## src/rtl/game_pkg.sv

```systemverilog
// rtl/game_pkg.sv - shared types, constants and spawn helper for the whack-a-mole controller
package game_pkg;

  typedef enum logic [1:0] {
    IDLE = 2'd0,
    PLAY = 2'd1,
    OVER = 2'd2
  } state_t;

  localparam int          TIMER_W   = 6;
  localparam logic [5:0]  SCORE_MAX = 6'd63;
  // Fibonacci taps for x^8+x^6+x^5+x^4+1, bits 7,5,4,3 of a left-shifting register
  localparam logic [7:0]  LFSR_TAPS = 8'hB8;

  // Pick a mole index from the random byte, stepping past the currently lit mole
  function automatic logic [2:0] pick_idx(input logic [7:0] rnd, input logic [7:0] lit,
                                          input int n);
    int i;
    i = int'(rnd) % n;
    if (lit[3'(i)])
      i = (i + 1) % n;
    return 3'(i);
  endfunction

endpackage

```

## src/rtl/mole_lfsr.sv

```systemverilog
// rtl/mole_lfsr.sv - free-running seedable 8-bit Fibonacci LFSR
module mole_lfsr
  import game_pkg::*;
#(
  parameter logic [7:0] SEED = 8'hA5
) (
  input  logic       clk,
  input  logic       reset,
  output logic [7:0] rnd
);

  logic feedback;

  assign feedback = ^(rnd & LFSR_TAPS);

  always_ff @(posedge clk or posedge reset) begin
    if (reset)
      rnd <= SEED;
    else
      rnd <= {rnd[6:0], feedback};
  end

endmodule

```

## src/rtl/game_controller.sv

```systemverilog
// rtl/game_controller.sv - whack-a-mole game sequencing FSM with timer, score and mole pattern
module game_controller
  import game_pkg::*;
#(
  parameter int         NUM_MOLES    = 4,
  parameter int         GAME_SECONDS = 30,
  parameter int         MOLE_TICKS   = 3,
  parameter logic [7:0] LFSR_SEED    = 8'hA5
) (
  input  logic                 clk,
  input  logic                 reset,
  input  logic                 start,
  input  logic                 tick_1hz,
  input  logic                 tick_mole,
  input  logic [NUM_MOLES-1:0] hit,
  output logic [NUM_MOLES-1:0] mole,
  output logic [TIMER_W-1:0]   timer,
  output logic [5:0]           score,
  output logic                 playing,
  output logic                 game_over
);

  localparam logic [TIMER_W-1:0]   TIMER_INIT = TIMER_W'(GAME_SECONDS);
  localparam logic [7:0]           AGE_LAST   = 8'(MOLE_TICKS - 1);
  localparam logic [NUM_MOLES-1:0] ONE_MOLE   = {{(NUM_MOLES-1){1'b0}}, 1'b1};

  state_t               state, state_n;
  logic [TIMER_W-1:0]   timer_n;
  logic [5:0]           score_n;
  logic [NUM_MOLES-1:0] mole_n, hit_q, hit_rise;
  logic [7:0]           age, age_n, rnd;
  logic                 start_q, start_rise, valid_hit;
  logic [2:0]           spawn_idx;

  mole_lfsr #(.SEED(LFSR_SEED)) u_lfsr (
    .clk   (clk),
    .reset (reset),
    .rnd   (rnd)
  );

  assign start_rise = start & ~start_q;
  assign hit_rise   = hit & ~hit_q;
  assign valid_hit  = |(hit_rise & mole);
  assign spawn_idx  = pick_idx(rnd, 8'(mole), NUM_MOLES);

  always_comb begin
    state_n = state;
    timer_n = timer;
    score_n = score;
    mole_n  = mole;
    age_n   = age;
    case (state)
      IDLE: begin
        if (start_rise) begin
          state_n = PLAY;
          timer_n = TIMER_INIT;
          score_n = '0;
          mole_n  = '0;
          age_n   = '0;
        end
      end
      PLAY: begin
        // A valid hit takes precedence over any mole tick in the same cycle
        if (valid_hit) begin
          score_n = (score == SCORE_MAX) ? score : score + 6'd1;
          mole_n  = '0;
          age_n   = '0;
        end else if (tick_mole) begin
          if (mole == '0 || age == AGE_LAST) begin
            mole_n = ONE_MOLE << spawn_idx;
            age_n  = '0;
          end else begin
            age_n = age + 8'd1;
          end
        end
        if (tick_1hz) begin
          if (timer == TIMER_W'(1)) begin
            state_n = OVER;
            timer_n = '0;
            mole_n  = '0;
            age_n   = '0;
          end else begin
            timer_n = timer - TIMER_W'(1);
          end
        end
      end
      OVER: begin
        timer_n = '0;
        mole_n  = '0;
        age_n   = '0;
        if (start_rise) begin
          state_n = PLAY;
          timer_n = TIMER_INIT;
          score_n = '0;
        end
      end
      default: begin
        state_n = IDLE;
        timer_n = TIMER_INIT;
        score_n = '0;
        mole_n  = '0;
        age_n   = '0;
      end
    endcase
  end

  always_ff @(posedge clk or posedge reset) begin
    if (reset) begin
      state     <= IDLE;
      timer     <= TIMER_INIT;
      score     <= '0;
      mole      <= '0;
      age       <= '0;
      start_q   <= 1'b0;
      hit_q     <= '0;
      playing   <= 1'b0;
      game_over <= 1'b0;
    end else begin
      state     <= state_n;
      timer     <= timer_n;
      score     <= score_n;
      mole      <= mole_n;
      age       <= age_n;
      start_q   <= start;
      hit_q     <= hit;
      playing   <= (state_n == PLAY);
      game_over <= (state_n == OVER);
    end
  end

endmodule
```

## config.mk

```make
export PLATFORM = sky130hd
export DESIGN_NAME = game_controller
export DESIGN_NICKNAME = d
export VERILOG_FILES = /design/src/rtl/game_pkg.sv /design/src/rtl/mole_lfsr.sv /design/src/rtl/game_controller.sv
export SDC_FILE = /design/constraint.sdc
export NUM_CORES = 1
export LEC_CHECK = 0
export CAP_MARGIN = 20
export CORE_MARGIN = 2
export CORE_UTILIZATION = 35
export CTS_CLUSTER_SIZE = 20
export DETAILED_ROUTE_END_ITERATION = 6
export PLACE_DENSITY = 0.62
export REMOVE_ABC_BUFFERS = 1
export SETUP_SLACK_MARGIN = 0.3
export SYNTH_ARGS = -nofsm -noshare
export SYNTH_HDL_FRONTEND = slang
export SYNTH_HIERARCHICAL = 1
export SYNTH_SLANG_ARGS = --single-unit
```

## constraint.sdc

```tcl
create_clock -name clk -period 1.98 [get_ports clk]
set_input_delay 0.297 -clock clk [delete_from_list [all_inputs] [get_ports clk]]
set_output_delay 0.297 -clock clk [all_outputs]
set_load 0.02 [all_outputs]
```

==> results of run 1 <==
placed cells by master (no fill, tap or decap), types with 3 or more instances in the layout:
cell type	Yosys	final
nand4_1	3	3
dfrtp_1	33	27
ha_4	0	4
o21ai_1	0	3
a21oi_1	16	13
or3_1	3	3
o21ai_2	1	4
nor2b_1	4	3
dfrtp_2	0	6
o21ai_0	11	5
inv_1	13	10
a31oi_1	3	3
nand2_1	23	22
clkdlybuf4s50_1	0	16
nor3_1	8	6
nand3_1	10	5
nor2_1	15	14
dlygate4sd2_1	0	8
nand3b_1	3	3
clkbuf_8	0	6
a21oi_2	1	3
dfstp_2	8	8
buf_6	1	4
buf_4	0	39
ha_1	9	4
nand3_2	0	3
metal layers:
| layer | GRT usage | vias up | wire length [um] |
|---|---|---|---|
| li1 | - | 916 | - |
| met1 | 0.2210 | 912 | 2409 |
| met2 | 0.2748 | 39 | 2651 |
| met3 | 0.03187 | 4 | 186 |
| met4 | 0.05667 | 0 | 38 |
| met5 | 0 | - | 0 |
worst min-delay path by stage:
stage	endpoint	depth (start not counted)	slack, ns	start
6_report	u_lfsr/rnd[6]$_DFF_PP0_	2	0.28	reset
2_1_floorplan	u_lfsr/rnd[1]$_DFF_PP0_	1	0.11	reset
3_5_place_dp	u_lfsr/rnd[7]$_DFF_PP1_	0	0.34	u_lfsr/rnd[6]$_DFF_PP0_
3_3_place_gp	u_lfsr/rnd[7]$_DFF_PP1_	0	0.34	u_lfsr/rnd[6]$_DFF_PP0_
5_1_grt	u_lfsr/rnd[6]$_DFF_PP0_	2	0.29	reset
4_1_cts	u_lfsr/rnd[6]$_DFF_PP0_	2	0.28	reset
critical path: stages, from the launching register on:
cell	delay, ns
dfrtp_2	0.44
inv_4	0.07
ha_4	0.16
or2_4	0.24
a22oi_2	0.22
o21ai_2	0.11
or3_1	0.34
a21oi_2	0.14
sequential cells by signal (all words and copies together), names as in the netlist:
name        cells
start_q         1
score           6
playing         1
timer           6
hit_q           4
mole            4
u_lfsr/rnd      8
state           2
game_over       1
age             8
per-stage QoR:
| stage | setup TNS [ns] | utilization |
|---|---|---|
| global placement | 0 | 0.4403 |
| finish | 0 | 0.5313 |
| detailed placement | -0.04617 | 0.4403 |
| floorplan | 0 | - |
| global route | 0 | 0.5313 |
| CTS | 0 | 0.4972 |
cells by family after synthesis:
| logic type | share of synthesized area |
|---|---|
| compound gates | 0.1612 |
| xor+xnor | 0.01653 |
| fa+ha+maj | 0.05313 |
| buf+inv | 0.03482 |
| flops | 0.4888 |
| mux | 0.004723 |
| simple gates | 0.2409 |
what timing repair did:
item	CTS	global route
gates resized for setup	37	35
hold buffers	0	0
endpoints found under the setup margin	34	30
pin swaps	13	19
buffers inserted	14	10
power by group:
part / total (uW) / internal, uW / leakage (uW) / switching (uW)
clock network: 696 / 411 / 0.0000585 / 284
logic: 1990 / 979 / 0.000805 / 1010
registers: 1150 / 997 / 0.000514 / 152
total: 3830 / 2390 / 0.00138 / 1450
final cells by class:
cell class | count | area, um^2
Fill cell | 538 | 2759
Timing Repair Buffer | 69 | 593.1
Clock inverter | 1 | 30.03
Sequential cell | 41 | 1044
Clock buffer | 7 | 86.33
Multi-Input combinational cell | 157 | 1229
Inverter | 13 | 51.30
Tap cell | 75 | 93.84
==> key figures, run 1 <==
Outcome
  – Status: finished clean

Timing
  – Final worst slack: ~0.19 ns
  – Final setup violating endpoints: 0
  – Final hold violations: 0
  – Layout Skew: 0.009533 ns
  – Minimum clock period: approximately 1.8 ns
  – Worst Tran Pin Value: between 0.4 and 0.5 ns
  – RSZ-0062 raised after global routing: yes
  – Fmax: 0.5597 GHz
  – Hold slack final: around 0.28 ns
  – Pins Over Slew Limit: 0
  – Rel. slew slack: 0.7196
  – Final worst path period share: 0.9024

Setup path
  – Reg2reg start: state[1]$_DFF_PP0_
  – R2R setup slack: around 0.19 ns
  – Req. time, crit path: 2.20 ns
  – Worst reg2reg endpoint: score[3]$_DFFE_PP0P_
  – Worst-path maximum fanout: 3
  – Critical Path Sink: score[3]$_DFFE_PP0P_
  – Worst setup path category: flop to flop
  – Crit end category: flop
  – CP Launch Point: state[1]$_DFF_PP0_
  – Critical path arrival: between 2 and 2.5 ns
  – R2R depth: 7
  – Startpoint types: flop

Logic synthesis
  – Mapped Area: 0.002120 mm^2
  – Synth top area share: 0.3896
  – Top-count cell post-synth: dfrtp_1
  – Largest cells by area after synthesis: dfrtp_1 (39%), dfstp_2 (9.9%), ha_1 (5.3%)
  – Warnings from Yosys: 6
  – Synth cell types: 53
  – Syn_area_per_cell: 9.858 um^2
  – #FFs+latches synth: 41
  – Synthesized instance count: 215
  – Main synth FF type: dfrtp_1
  – EDFF count, synth: 0
  – Share of the yosys chip area belonging to registers: 0.4888
  – Asr flop ratio synth: 1.000
  – Top cell type by total area after synthesis: dfrtp_1
  – Synth cell count leaders: dfrtp_1 (33), nand2_1 (23), a21oi_1 (16), nor2_1 (15), inv_1 (13)

Clock tree
  – Clock transition at the registers of the reported paths: approximately 0.080 ns
  – Bufs on Longest Clock Path: 2
  – CTS tree: yes
  – H-tree depth: 2
  – # clock sinks: approximately 40
  – Clk root buf: clkbuf_8
  – Clock Latency Late Sink: around 0.29 ns
  – Num CTS Buffers: 5

Floorplanning
  – CORE AREA: 0.005886 mm^2
  – I/O Pins: 27
  – Die Wd: a little over 80 um
  – Initial Util: 0.3601
  – Die ar.: around 0.0067 mm^2
  – Placement row count: 28
  – Die H: a little over 80 um

Finish
  – Design area: between 0.003 and 0.004 mm^2
  – Layout cells sized above 1: 0.3819
  – Fin cells: approximately 360
  – NumNets Final: 305
  – P&R area growth vs syn: 47.52%
  – # diodes: 0

Hold path
  – Class of the worst hold path: primary input to async pin

Place
  – Detail Placement HPWL: between 3000 and 4000 um
  – Dpl cells: between 300 and 400
  – Dpl ws: -0.02016 ns
  – Final GP Congestion: about 0.83
  – Dpl cell area: about 0.0026 mm^2
  – Port Buf Inserts: 26

Global routing
  – First-pass GRT wire length: roughly 8600 um
  – GR Util All Layers: 0.1672
  – Initial antenna violation count: 0
  – Number of global-route vias before repair: 1,815
  – Largest net degree at the start of global routing: 34
  – Grt ovf: 0

Drt
  – Final ANT Viol Nets: 0
  – Via count: about 1,900
  – Drt drc: 0
  – Pre-antenna DRT Iters: 4
  – Final WL: 5286 um
  – Initial drt markers: 74
  – Routed len/inst: around 15 um
  – Via density per instance: slightly above 5

Power and ir drop
  – Tot Pwr: 3835 uW
  – VDD IR max: around 0.00072 V
  – Power Dens Cells: between 1000 and 1500 mW/mm^2
  – Pleak: ~0.0014 uW

Job
  – Max Cap Violations: 0
Power figures use the tool's default switching activity.
==> run 2, diff against run 1 <==
--- a/config.mk
+++ b/config.mk
@@ -15,5 +15,4 @@
 export SETUP_SLACK_MARGIN = 0.3
 export SYNTH_ARGS = -nofsm -noshare
 export SYNTH_HDL_FRONTEND = slang
-export SYNTH_HIERARCHICAL = 1
 export SYNTH_SLANG_ARGS = --single-unit
==> run 2 against run 1 <==
Core utilization shrank 1.6 points. Combinational power shrank 23%. Largest cell class unchanged. The flow now finishes with violations (negative setup slack). Sequential power shrank 4%.
==> key figures, run 2 <==
Drt
  – Drt drc: 0 (unchanged)
  – Via count: 1,676 (-10%)
  – Pre-antenna DRT Iters: 4 (unchanged)
  – Routed len/inst: 13.35 um (-8.3%)
  – Via density per instance: 5.018 (-2.6%)
  – Final ANT Viol Nets: 0 (unchanged)
  – Final WL: 4458 um (-16%)
  – Initial drt markers: 63 (-15%)

Finish
  – Regs by FF count: age (8), u_lfsr.rnd (8)
  – NumNets Final: 279 (-8.5%)
  – Share of the core filled with cells: 0.5151 (-0.01614)
  – Most frequent cells in the layout: dfrtp_1 (33), buf_4 (32), nand2_1 (17)
  – Leading cell type in the layout, fill and taps excluded: dfrtp_1
  – P&R area growth vs syn: 41.51%
  – Layout cells sized above 1: 0.2939 (-0.08805)
  – # diodes: 0 (unchanged)

Setup path
  – Critical Path Sink: mole[1]$_DFFE_PP0P_
  – Critical path arrival: 2.27 ns (+0.26 ns)
  – R2R depth: 7 (unchanged)
  – CP Cell Sequence: inv_1 -> ha_1 -> or4b_4 -> nor4_4 -> o21ai_1 -> or4_4 -> o32ai_2
  – Worst-path maximum fanout: 4 (+1)
  – Startpoint types: flop
  – Worst path bufs/invs: 1 (unchanged)
  – Crit end category: flop
  – Crit path depth: 7 (unchanged)
  – Reg2reg start: age[0]$_DFFE_PP0P_
  – CP Launch Point: age[0]$_DFFE_PP0P_
  – CP peak stage delay: 0.46 ns (+0.02 ns)
  – R2R setup slack: -0.08 ns (-0.28 ns)
  – Req. time, crit path: 2.18 ns (-0.02 ns)
  – Worst setup path category: flop to flop
  – Worst reg2reg endpoint: mole[1]$_DFFE_PP0P_
  – Delay-heaviest family, CP: simple AND/OR/NAND/NOR gates
  – Slowest-stage cell, CP: or4b_4

Clock tree
  – Clock Latency Late Sink: 0.29 ns (about the same)
  – # clock sinks: 41 (unchanged)
  – Clk root buf: clkbuf_8
  – Clock transition at the registers of the reported paths: 0.08 ns (about the same)
  – CTS tree: yes
  – H-tree depth: 2 (unchanged)
  – Num CTS Buffers: 5 (unchanged)
  – Bufs on Longest Clock Path: 2 (unchanged)
  – CTS hold repair buffers: 0 (unchanged)

Logic synthesis
  – Synth cell count leaders: dfrtp_1 (33), nand2_1 (19), inv_1 (14), nor2_1 (14), o21ai_0 (11)
  – EDFF count, synth: 0 (unchanged)
  – Mapped Area: 0.002004 mm^2 (-5.4%)
  – Synthesized instance count: 197 (-8.4%)
  – Largest cells by area after synthesis: dfrtp_1 (41%), dfstp_2 (10%), ha_1 (5.6%)
  – Syn_area_per_cell: 10.17 um^2 (+3.2%)
  – Main synth FF type: dfrtp_1
  – Synth top area share: 0.4120 (+0.02237)
  – Top-count cell post-synth: dfrtp_1
  – #FFs+latches synth: 41 (unchanged)
  – Synth cell types: 42 (-21%)
  – Asr flop ratio synth: 1.000 (unchanged)
  – Share of the yosys chip area belonging to registers: 0.5169 (+0.02807)
  – Warnings from Yosys: 0 (-6)
  – Top cell type by total area after synthesis: dfrtp_1

Floorplanning
  – Initial Util: 0.3640 (+0.003889)
  – Die ar.: 0.006348 mm^2 (-5.2%)
  – CORE AREA: 0.005507 mm^2 (-6.4%)
  – Die H: 79.68 um (-2.6%)
  – Die Wd: 79.68 um (-2.6%)
  – Placement row count: 27 (-3.6%)
  – I/O Pins: 27 (unchanged)

Timing
  – RSZ-0062 raised after global routing: yes
  – Pins Over Slew Limit: 0 (unchanged)
  – Final TNS setup: -0.2591 ns (-0.2591 ns)
  – Hold slack final: 0.3644 ns (+0.08934 ns)
  – Worst Tran Pin Value: 0.5096 ns (+0.09443 ns)
  – Rel. slew slack: 0.6602 (-0.05933)
  – Final hold violations: 0 (unchanged)
  – Final worst slack: -0.08419 ns (-0.2775 ns)
  – Minimum clock period: 2.064 ns (+0.2775 ns)
  – Final setup violating endpoints: 4 (+4)
  – Fmax: 0.4845 GHz (-13%)
  – Layout Skew: 0.003903 ns (-0.005630 ns)
  – Final worst path period share: 1.043 (+0.1401)

Hold path
  – Hold Path Origin: u_lfsr.rnd[6]$_DFF_PP0_
  – Class of the worst hold path: flop to flop

Place
  – Port Buf Inserts: 26 (unchanged)
  – Final GP Congestion: 0.7723 (-7.3%)
  – Detail Placement HPWL: 3037 um (-7.2%)

Job
  – Max Cap Violations: 0 (unchanged)

Power and ir drop
  – Pint: 1958 uW (-18%)
  – NetSw: 1218 uW (-16%)
  – Power Dens Cells: 1119 mW/mm^2 (-8.7%)
  – Clock network power share: 0.169 (-0.012)
  – Register share of total power: 0.346 (+0.046)
  – Pleak: 0.001310 uW (-5.0%)
  – VDD IR max: 0.0006758 V (-6.3%)
  – Combinational power share: 0.484 (-0.035)
  – Sw Share: 0.3835 (+0.006026)

Global routing
  – GR Util All Layers: 0.1595 (-0.007720)
  – Initial antenna violation count: 0 (unchanged)
  – Number of global-route vias before repair: 1,662 (-8.4%)
  – First-pass GRT wire length: 7872 um (-8.4%)
  – Largest net degree at the start of global routing: 42 (+24%)
  – Grt ovf: 0 (unchanged)

Outcome
  – Failing checks: negative setup slack
  – Status: finished, violations left
[run 2: cell count changes in the layout (fill, tap and decap cells not counted), sizes merged, moves of 4 or more]
cell and delta:
buf -9, nand2 -5, a21oi -11, dlymetal6s2s +5, nand2b +4, xnor2 +5
[run 2: area by class of cell]
type / count / area, um^2
Tap cell: 72 / 90.09
Fill cell: 527 / 2670
Inverter: 14 / 52.55
Timing Repair Buffer: 60 / 533.0
Sequential cell: 41 / 1036
Clock buffer: 6 / 72.57
Clock inverter: 2 / 10.01
Multi-Input combinational cell: 139 / 1042
[run 2: logic make-up after synthesis]
| family | after synthesis | synth area share |
|---|---|---|
| AOI/OAI and AO/OA | 43 | 0.1479 |
| DFF | 41 | 0.5169 |
| buffers and inverters | 17 | 0.03183 |
| and+or+nand+nor | 74 | 0.1885 |
| adders and majority gates | 9 | 0.05618 |
| muxes | 3 | 0.01498 |
| xor gates and xnor gates | 10 | 0.04370 |
[run 2: worst register-to-register path, cell delays in order (launching register included)]
cell     delay (ns)
dfrtp_1        0.38
inv_1          0.06
ha_1           0.12
or4b_4         0.46
nor4_4         0.13
o21ai_1        0.10
or4_4          0.46
o32ai_2        0.26
[run 2: worst min-delay path by stage]
stage | depth (start not counted) | endpoint | slack (ns)
finish | 0 | u_lfsr.rnd[7]$_DFF_PP1_ | 0.36
global route | 0 | u_lfsr.rnd[7]$_DFF_PP1_ | 0.39
CTS | 0 | u_lfsr.rnd[7]$_DFF_PP1_ | 0.37
detailed placement | 0 | u_lfsr.rnd[7]$_DFF_PP1_ | 0.34
global placement | 0 | u_lfsr.rnd[7]$_DFF_PP1_ | 0.34
floorplan | 0 | hit_q[0]$_DFF_PP0_ | 0.33
[run 2: what timing repair did]
| action | in CTS | in global routing |
|---|---|---|
| setup endpoints to repair | 25 | 34 |
| resized for setup | 25 | 24 |
| buffers inserted | 6 | 3 |
| pin swaps | 6 | 2 |
[run 2: metal layers]
layer  GRT usage  up-vias  part of all wire
li1            -      822                 -
met1      0.2198      824              0.49
met2      0.2454       24              0.46
met3     0.04638        6             0.041
met4     0.04138        0             0.012
met5           0        -                 0
[run 2: power by group through the flow]
stage / clock network [uW] / logic (uW) / registers [uW]
after floorplan: 0 / 605 / 1220
after global placement: 0 / 1260 / 1120
after detailed placement: 0 / 1270 / 1120
after CTS: 552 / 1440 / 1110
after global routing: 604 / 1700 / 1120
final: 537 / 1540 / 1100
[run 2: through the flow]
step	setup WS [ns]	std cells	instance area [um^2]	total power, uW
floorplan	-0.1885	194	1993	1826
global placement	-0.1816	317	2531	2375
detailed placement	-0.2079	317	2531	2388
CTS	-0.08984	331	2723	3094
global route	-0.1970	334	2836	3422
finish	-0.08419	334	2836	3175
